===== src/rtl/out_stream_packer_if.sv =====
// Stream interface for out_stream_packer: word input side, flush pulse,
// packetised output side with sop/eop, and FIFO occupancy.
interface out_stream_packer_if #(
  parameter int DW    = 32,
  parameter int DEPTH = 8
) ();
  logic                   s_valid;
  logic                   s_ready;
  logic [DW-1:0]          s_data;
  logic                   flush;
  logic                   m_valid;
  logic                   m_ready;
  logic [DW-1:0]          m_data;
  logic                   m_sop;
  logic                   m_eop;
  logic [$clog2(DEPTH):0] level;

  modport slave (
    input  s_valid, s_data, flush, m_ready,
    output s_ready, m_valid, m_data, m_sop, m_eop, level
  );

  modport master (
    output s_valid, s_data, flush, m_ready,
    input  s_ready, m_valid, m_data, m_sop, m_eop, level
  );
endinterface


===== src/rtl/out_stream_packer.sv =====
// Groups an outgoing word stream into PKT_LEN-word packets tagged sop/eop.
// One word is always held back in a staging register so that a partial packet
// can be closed with eop=1 on idle timeout or flush. Tagged words are buffered
// in a show-ahead DEPTH-entry FIFO with valid/ready toward the sink.
module out_stream_packer #(
  parameter int DW      = 32,
  parameter int PKT_LEN = 4,
  parameter int DEPTH   = 8,
  parameter int TIMEOUT = 16
) (
  input  logic              clk,
  input  logic              rst,
  out_stream_packer_if.slave io
);
  localparam int AW = $clog2(DEPTH);
  localparam int IW = $clog2(PKT_LEN);
  localparam int TW = (TIMEOUT > 0) ? $clog2(TIMEOUT + 1) : 1;

  typedef enum logic {EMPTY, HOLD} state_t;

  typedef struct packed {
    logic          sop;
    logic          eop;
    logic [DW-1:0] data;
  } entry_t;

  state_t          state_q, state_d;
  logic [IW-1:0]   idx_q, idx_d;
  logic [TW-1:0]   timer_q, timer_d;
  logic            flush_pend_q, flush_pend_d;
  logic [DW-1:0]   stage_q, stage_d;

  entry_t          mem_q [DEPTH];
  logic [AW-1:0]   wr_ptr_q, rd_ptr_q;
  logic [AW:0]     cnt_q, cnt_d;

  logic fifo_full, fifo_empty, pop, accept, push, push_eop, last, timeout_hit;
  entry_t head;

  assign fifo_full   = (cnt_q == (AW+1)'(DEPTH));
  assign fifo_empty  = (cnt_q == '0);
  assign pop         = !fifo_empty && io.m_ready;
  assign io.s_ready  = !rst && ((state_q == EMPTY) || !fifo_full);
  assign accept      = io.s_valid && io.s_ready;
  assign last        = (idx_q == IW'(PKT_LEN - 1));
  // Close fires on the idle cycle that brings the timer up to TIMEOUT.
  assign timeout_hit = (TIMEOUT != 0) && ((32'(timer_q) + 32'd1) >= 32'(TIMEOUT));

  assign head        = mem_q[rd_ptr_q];
  assign io.m_valid  = !fifo_empty;
  assign io.m_data   = fifo_empty ? '0 : head.data;
  assign io.m_sop    = !fifo_empty && head.sop;
  assign io.m_eop    = !fifo_empty && head.eop;
  assign io.level    = cnt_q;

  // Staging FSM: decides when the staged word is pushed and with which eop.
  always_comb begin
    state_d      = state_q;
    idx_d        = idx_q;
    timer_d      = timer_q;
    flush_pend_d = flush_pend_q;
    stage_d      = stage_q;
    push         = 1'b0;
    push_eop     = 1'b0;
    case (state_q)
      EMPTY: begin
        flush_pend_d = 1'b0;
        timer_d      = '0;
        if (accept) begin
          stage_d = io.s_data;
          state_d = HOLD;
        end
      end
      HOLD: begin
        if (accept) begin
          // Accept beats any pending close; the flush is dropped.
          push         = 1'b1;
          push_eop     = last;
          stage_d      = io.s_data;
          timer_d      = '0;
          flush_pend_d = 1'b0;
        end else if (last) begin
          if (!fifo_full) begin
            push     = 1'b1;
            push_eop = 1'b1;
            state_d  = EMPTY;
          end
        end else begin
          if (io.flush) flush_pend_d = 1'b1;
          if (32'(timer_q) < 32'(TIMEOUT)) timer_d = timer_q + TW'(1);
          if ((timeout_hit || io.flush || flush_pend_q) && !fifo_full) begin
            push         = 1'b1;
            push_eop     = 1'b1;
            state_d      = EMPTY;
            timer_d      = '0;
            flush_pend_d = 1'b0;
          end
        end
      end
      default: state_d = EMPTY;
    endcase
    if (push) idx_d = push_eop ? '0 : idx_q + IW'(1);
  end

  // FIFO occupancy next-state.
  always_comb begin
    cnt_d = cnt_q;
    case ({push, pop})
      2'b10:   cnt_d = cnt_q + (AW+1)'(1);
      2'b01:   cnt_d = cnt_q - (AW+1)'(1);
      default: cnt_d = cnt_q;
    endcase
  end

  // Control state and FIFO pointers; reset discards staged and buffered words.
  always_ff @(posedge clk) begin
    if (rst) begin
      state_q      <= EMPTY;
      idx_q        <= '0;
      timer_q      <= '0;
      flush_pend_q <= 1'b0;
      wr_ptr_q     <= '0;
      rd_ptr_q     <= '0;
      cnt_q        <= '0;
    end else begin
      state_q      <= state_d;
      idx_q        <= idx_d;
      timer_q      <= timer_d;
      flush_pend_q <= flush_pend_d;
      cnt_q        <= cnt_d;
      if (push) wr_ptr_q <= wr_ptr_q + AW'(1);
      if (pop)  rd_ptr_q <= rd_ptr_q + AW'(1);
    end
  end

  // Datapath storage needs no reset; outputs are masked while the FIFO is empty.
  always_ff @(posedge clk) begin
    stage_q <= stage_d;
    if (push) mem_q[wr_ptr_q] <= '{sop: (idx_q == '0), eop: push_eop, data: stage_q};
  end
endmodule

===== src/flat_wrapper.sv =====
// flat-port wrapper written by rule: the top's interface ports become plain ports
module out_stream_packer_flat 
#(
  parameter int DW      = 32,
  parameter int PKT_LEN = 4,
  parameter int DEPTH   = 8,
  parameter int TIMEOUT = 16
)
  (clk, rst, io_s_valid, io_s_data, io_flush, io_m_ready, io_s_ready, io_m_valid, io_m_data, io_m_sop, io_m_eop, io_level);
  out_stream_packer_if #(.DW(DW), .DEPTH(DEPTH)) io_i ();
  input  logic clk;
  input  logic rst;
  input wire logic [$bits(io_i.s_valid)-1:0] io_s_valid;
  input wire logic [$bits(io_i.s_data)-1:0] io_s_data;
  input wire logic [$bits(io_i.flush)-1:0] io_flush;
  input wire logic [$bits(io_i.m_ready)-1:0] io_m_ready;
  output wire logic [$bits(io_i.s_ready)-1:0] io_s_ready;
  output wire logic [$bits(io_i.m_valid)-1:0] io_m_valid;
  output wire logic [$bits(io_i.m_data)-1:0] io_m_data;
  output wire logic [$bits(io_i.m_sop)-1:0] io_m_sop;
  output wire logic [$bits(io_i.m_eop)-1:0] io_m_eop;
  output wire logic [$bits(io_i.level)-1:0] io_level;
  assign io_i.s_valid = io_s_valid;
  assign io_i.s_data = io_s_data;
  assign io_i.flush = io_flush;
  assign io_i.m_ready = io_m_ready;
  assign io_s_ready = io_i.s_ready;
  assign io_m_valid = io_i.m_valid;
  assign io_m_data = io_i.m_data;
  assign io_m_sop = io_i.m_sop;
  assign io_m_eop = io_i.m_eop;
  assign io_level = io_i.level;
  out_stream_packer #(.DW(DW), .PKT_LEN(PKT_LEN), .DEPTH(DEPTH), .TIMEOUT(TIMEOUT)) u_core (.clk(clk), .rst(rst), .io(io_i));
endmodule

===== config.mk =====
export PLATFORM = sky130hd
export DESIGN_NAME = out_stream_packer_flat
export DESIGN_NICKNAME = d
export VERILOG_FILES = /design/src/rtl/out_stream_packer_if.sv /design/src/rtl/out_stream_packer.sv /design/src/flat_wrapper.sv
export SDC_FILE = /design/constraint.sdc
export NUM_CORES = 1
export LEC_CHECK = 0
export CORE_MARGIN = 5
export CORE_UTILIZATION = 45
export DETAILED_ROUTE_END_ITERATION = 10
export HOLD_SLACK_MARGIN = 0.02
export PLACE_DENSITY = 0.73
export SETUP_SLACK_MARGIN = 0.02
export SYNTH_ARGS = -nofsm -noshare
export SYNTH_HDL_FRONTEND = slang
export SYNTH_SLANG_ARGS = --single-unit

===== constraint.sdc =====
create_clock -name clk -period 6.5 [get_ports clk]
set_clock_uncertainty 0.15 [all_clocks]
set_input_delay 0.65 -clock clk [delete_from_list [all_inputs] [get_ports clk]]
set_output_delay 0.65 -clock clk [all_outputs]
set_load 0.01 [all_outputs]

==> metrics list, run 1 <==
- Result of the run: finished, final reports clean
* Number of failing hold endpoints at the final stage: 0
- Number of rows created at floorplan: 61
* Fraction of final layout cells sized beyond drive strength 1: 20.7%
- Number of sinks on the clock net: 326
- Post-CTS Resized: 0
- Average wire length per cell after detail routing: 21.4 um
- Sequential element share of the synthesized area: 76.8%
* Peak ir drop on the vdd network: 0.000461 V
- At the end of the flow the core is filled with cells to 53.7%.
- RSZ-0062 raised after global routing: false
- Number of antenna violations at the first check in global routing: 0
- For this run, the post-layout net count is 743.
- Warning count from the yosys run: 0
- Max stage delay cell, worst path: dfxtp_4
- Cell Area, Synth: 12500 sq um
- Detailed placement ended at an HPWL of 13300 um.
- Global-route wire length before repair: 37200 um
- The worst path meets setup with 2.27 ns of slack.
- Fraction of registers with async set or reset after synthesis: 0%
- Dividing total power by cell area gives a power density of 375 nW/um^2.
* Cell-by-cell listing of the critical path: buf_4 -> mux4_2 -> mux2i_1 -> nor2_1 -> clkdlybuf4s50_1
- Total of hold buffers inserted after clock tree synthesis: 0
- Across the run, the number of max-cap violations was 0.
* Synthesized Nets: 649
- The detail route stage leaves a number of antenna-violating nets equal to 0.
* EDFF count, synth: 304
* Endpoint required time on the critical path: 5.70 ns
- The max-slew violation count is 0.
* Maximum number of pins on one net before global-route repair: 69
* H-tree levels: 1
- The worst setup path is captured at a primary output.
- LEAKAGE: 4.55 nW
- Post-Synthesis Mean Instance Area: 20.6 sq um
- For this design the top-level I/O count stands at 77.
- edfxtp_1 takes more of the synthesized area than any other cell.
* Vias in the first global route: 6405
- The final route contains 5956 vias.
- Total die area: 31100 sq um
- Placer congestion estimate: 0.744
* Vias per Instance: 5.41
- Maximum buffer depth of the clock tree: 3
- Setup violations remaining at the end of the flow were counted as 0.
* Highest clock frequency the design can meet: 0.236 GHz
- Clk Tree Root Cell: clkbuf_16
- The worst setup path is launched from a flop.
* #FFs+latches synth: 326
- The repair_antennas step left the layout with diodes totalling 0.
- Area share of the largest cell type after synthesis: 73.3%
- Insertion delay of the later-clocked pin in the worst-skew pair: 0.57 ns
* Total detailed-routing wirelength: 23600 um
- TritonCTS clock tree: yes
- After clock tree synthesis, the clock-pin slew on the worst setup and hold paths is 0.06 ns.
- The initial utilization of the core area, before any placement, comes to 45.2%.
- Measured against its own limit, the worst slew margin works out to 31.7%.
- Setup slack at placement: 2.59 ns
* Width of the die: 176 um
* Kind of path behind the tightest hold check: reg2reg
* Drt initial violations: 423
* Top area cells in the synthesized netlist: edfxtp_1, mux4_2, dfxtp_1, mux2i_1, nor2_1
* Area after DPL: 13700 sq um
- Post-detailed-route DRC marker count: 0
* Fin crit share: 65.1%
- Data arrives at the worst endpoint at 3.43 ns.
* Post-route design area: 14800 sq um
* Remaining Overflow, GRT: 0
- In this run the standard cell core region covers 27600 sq um.
- For the finished layout, the period the worst path requires is 4.23 ns.
* TritonCTS Buffers: 31
- Total negative setup slack: 0 ns
- The kind of cell with the highest combined delay along the critical path is flip-flops.
- In this run the worst path has a maximum fanout of 51.
- Height of the die: 176 um
* Unique masters post-synth: 44
* Number of I/O port buffers: 76
- Most used flip-flop cell after synthesis: edfxtp_1
- For this run, the slowest stage of the critical path takes 1.04 ns.
- First-pass iteration count of the detailed router: 4
* Post-Route Hold Slack: 0.329 ns
* Area growth syn-to-layout: 18.6%
- At the pin with the least slew margin, the transition time is 1.02 ns.
- Yosys instantiated no cell more often than edfxtp_1.
- Post-CTS setup buffer count: 0
- Global routing used 15.4% of the available tracks.
- Buffers plus inverters on the worst setup path: 2
- Ranked by instance count, the synthesized netlist is headed by edfxtp_1, mux4_2, nor2_1.
* Gate count of the mapped netlist: 604
- Type of the worst setup path: reg2out
==> state kept, by name (all words and copies together), names as in the netlist, named ones only <==
register / flops
u_core.io.level: 4
u_core.mem_q: 272
u_core.state_q: 1
u_core.flush_pend_q: 1
u_core.idx_q: 2
u_core.wr_ptr_q: 3
u_core.rd_ptr_q: 3
u_core.stage_q: 32
u_core.timer_q: 5
==> final cells by class <==
cell class / instances / area (sq um)
Clock buffer: 34 / 787
Clock inverter: 24 / 260
Fill cell: 2104 / 12800
Inverter: 5 / 21.3
Multi-Input combinational cell: 243 / 2790
Sequential cell: 326 / 9580
Tap cell: 378 / 473
Timing Repair Buffer: 91 / 873
==> metal layers <==
layer | vias to the layer above | part of all wire, % | global-route usage [%]
met4 | 0 | 1.6 | 3.26
li1 | 2643 | - | -
met2 | 182 | 51 | 26.3
met3 | 32 | 5.6 | 2.44
met5 | - | 0 | 0
met1 | 3099 | 42 | 21.3
==> through the flow <==
step / std cells / power, mW
global route: 1101 / 5.81
global placement: 1043 / 3.76
finish: 1101 / 5.55
detailed placement: 1043 / 3.79
floorplan: 604 / 3.24
CTS: 1101 / 5.62
==> power breakdown <==
group / total [mW] / switching (mW) / internal, mW
Clock: 1.83 / 0.755 / 1.08
Combinational: 1.18 / 0.521 / 0.662
Sequential: 2.53 / 0.161 / 2.37
==> cells by family after synthesis <==
group,after synthesis,synth area share (%)
multiplexers,107,15.5
flip-flops,326,76.8
adder cells (fa/ha/maj),8,0.803
AO/OA/AOI/OAI,31,1.57
XOR/XNOR,7,0.492
buffers and inverters,35,1.28
AND/OR/NAND/NOR,90,3.61
==> path summary, 6_finish.rpt <==
path / cells past startpoint / endpoint / from / slack (ns)
min: 1 / u_core.timer_q[3] / u_core.timer_q[3] / 0.33
min reg2reg: 1 / u_core.timer_q[3] / u_core.timer_q[3] / 0.33
max: 5 / io_m_data[27] / flop / 2.27
max reg2reg: 5 / u_core.mem_q[2][32] / u_core.io.level[0] / 3.42
==> placed cells by master (no fill, tap or decap), types with 2 or more instances in the layout <==
cell               n
a31oi_1            3
nor3b_2            2
nand2_1           10
nor2_1            47
xor2_1             5
mux4_2            68
a21oi_4            2
bufinv_16          5
o21ai_0            4
nand4b_1           2
edfxtp_1         304
clkinv_2           7
or3_1              2
dfxtp_1           19
a21oi_1           13
clkdlybuf4s50_1   76
a21o_1             2
nand3_1            3
mux2i_1           38
nor3_1             4
buf_4             15
nor2b_1            3
nor3_2             2
clkbuf_1           3
xnor2_1            2
clkinv_1           8
clkbuf_16         31
nand2b_1           4
nor4b_2            2
ha_1               8
o31ai_1            2
inv_1              3
dfxtp_4            2
Note: power is estimated with default switching activity, not from simulation.
==> run 2: changes to the inputs <==
- clock period: 6.5 -> 4.21 ns (I/O delays scaled with it)
==> run 2 against run 1 <==
Compared with the run above: sequential power grew 52%; utilization grew 0.50 points; power grew 57%; critical path type unchanged; critical endpoint is now io_m_data[20]; largest cell class unchanged.
==> metrics list, run 2 (same netlist as run 1, synthesis figures left out) <==
- Result of the run: finished, final reports clean
* Endpoint required time on the critical path: 3.64 ns
* Length in cells of the worst reg-to-reg path: 12
* Number of nets with antenna violations after detailed routing: 0
- Adding up every negative setup slack in the final design gives 0 ns.
- Count of antenna diodes in the layout: 0
* Count of boundary I/O pins: 77
* Number of sinks on the clock net: 326
* Post-detailed-route DRC marker count: 0
- Total die area: 31100 sq um
- Kind of path behind the tightest hold check: in2reg
- The first routing iteration left 397 violations.
- Highest clock frequency the design can meet: 0.295 GHz
- Endpoint kind of the worst setup timing path: primary output
* Total detailed-routing wirelength: 23000 um
- For hold timing, the worst endpoint is u_core.stage_q[12].
- GRT Resource Usage Total: 15.2%
- The worst register-to-register path ends at u_core.io.level[2].
- Setup violations remaining at the end of the flow were counted as 0.
* RSZ-0062 raised after global routing: false
- TritonCTS Buffers: 34
- Average wire length per cell after detail routing: 20.8 um
- Maximum buffer depth of the clock tree: 3
* LEAKAGE: 4.60 nW
- After global routing the overflow that remains totals 0.
- In the layout the commonest cells are edfxtp_1, clkdlybuf4s50_1, mux4_2.
- Along the worst path, the maximum fanout reaches 18.
- The largest registers in the layout are u_core.mem_q: 272 flops, u_core.stage_q: 32 flops, u_core.timer_q: 5 flops.
- Clock input transition at the sequential cells of the worst setup and hold paths: 0.06 ns
- HPWL reported at the end of detailed placement: 13200 um
- Critical Path Source Type: flop
- The congestion estimate from routability-driven global placement came to 0.810.
- Number of I/O port buffers: 76
* Transition time at the pin with the least slew margin: 1.03 ns
- Post-CTS setup buffer count: 0
* Worst Path Arrival: 2.81 ns
- Vias in the first global route: 6502
- Gates resized during post-CTS repair numbered 0.
- Dividing total power by cell area gives a power density of 583 nW/um^2.
* Max_slew headroom: 30.6%
- Counting instances, the worst hold path has a depth of 1.
- By startpoint and endpoint, the worst setup path is classified as reg2out.
* Peak ir drop on the vdd network: 0.000714 V
- The first global-routing pass estimated 36600 um of wire.
- Total of hold buffers inserted after clock tree synthesis: 0
* Initial standard-cell utilization of the core: 45.2%
- Maximum number of pins on one net before global-route repair: 62
* Max-cap violation count: 0
- Insertion delay of the later-clocked pin in the worst-skew pair: 0.50 ns
- The max-slew violation count was 0.
- The initial antenna violation count came to 0.
- Post-Route Hold Slack: 0.326 ns
- DR vias: 5918
- From synthesis to final layout, the design area changed by 19.8%.
- From left edge to right edge, the die measures 176 um.
- Startpoint of the most critical hold path: io_s_data[12]
- In this run the clock root is driven by a clkbuf_16.
* Top reg by flops: u_core.mem_q
- The startpoint identified for the worst register-to-register timing path is u_core.timer_q[0].
- The post-route netlist has 21.9% of its cells at a drive strength greater than 1.
- Vias per Instance: 5.35
- TritonCTS clock tree: yes
- Flop2flop setup slack: 1.16 ns
* Placeable core area: 27600 sq um
* First-pass iteration count of the detailed router: 4
* Area after DPL: 13800 sq um
- Number of nets in the layout: 748
* Post-layout minimum cycle time: 3.39 ns
* Height of the die: 176 um
* Number of failing hold endpoints at the final stage: 0
* H-tree levels: 2
- Commonest non-fill, non-tap cell in the layout: edfxtp_1
- Fin crit share: 80.4%
* Post-route design area: 14900 sq um
- Number of rows created at floorplan: 61
- Max FFs per register: 272
==> run 2: cell count changes in the layout (fill, tap and decap cells not counted), sizes merged <==
cell,previous run,this run
clkbuf,34,40
buf,15,17
bufinv,5,3
clkinvlp,1,3
inv,7,5
==> run 2: worst max-delay path by stage <==
stage	end	startpoint	cells after the start
after global placement	u_core.io.level[2]	rst	13
after global routing	io_m_data[20]	flop	5
after detailed placement	u_core.io.level[2]	rst	13
after floorplan	u_core.mem_q[6][0]	u_core.timer_q[0]	6
final	io_m_data[20]	flop	5
after CTS	io_m_data[20]	flop	5
==> run 2: routing by layer <==
| metal | GRT usage [%] | part of all wire [%] |
|---|---|---|
| met4 | 3.55 | 1.8 |
| met2 | 26.6 | 52 |
| met1 | 20.0 | 41 |
| met5 | 0 | 0 |
| met3 | 2.87 | 5.4 |
==> run 2: power breakdown <==
group,internal (mW),total (mW),switching (mW),leakage [nW]
Clock,1.78,2.95,1.17,0.556
Combinational,1.04,1.91,0.865,1.12
Sequential,3.67,3.84,0.175,2.93
==> run 2: area by class of cell <==
cell class,count,area [sq um]
well taps,378,473
flip-flops and latches,326,9580
fillers,2062,12600
clock inverters,22,195
inverters,5,21.3
multi-input cells,243,2820
clock buffers,40,937
repair buffers,93,901
==> run 2: metrics by stage <==
| stage | power, mW | instances | utilization (%) | worst slack, ns |
|---|---|---|---|---|
| detailed placement | 5.86 | 1045 | 50.0 | 0.778 |
| floorplan | 5.00 | 604 | - | -0.291 |
| CTS | 8.83 | 1107 | 54.2 | 0.741 |
| finish | 8.70 | 1107 | 54.2 | 0.824 |
| global route | 9.11 | 1107 | 54.2 | 0.606 |
| global placement | 5.81 | 1045 | 50.0 | 0.828 |
==> run 2: worst max-delay path: stages, from the launching register on <==
cell and delay [ns]:
dfxtp_4 0.58, buf_4 0.40, mux4_2 0.56, mux2i_1 0.20
nor2_1 0.08, clkdlybuf4s50_1 0.49
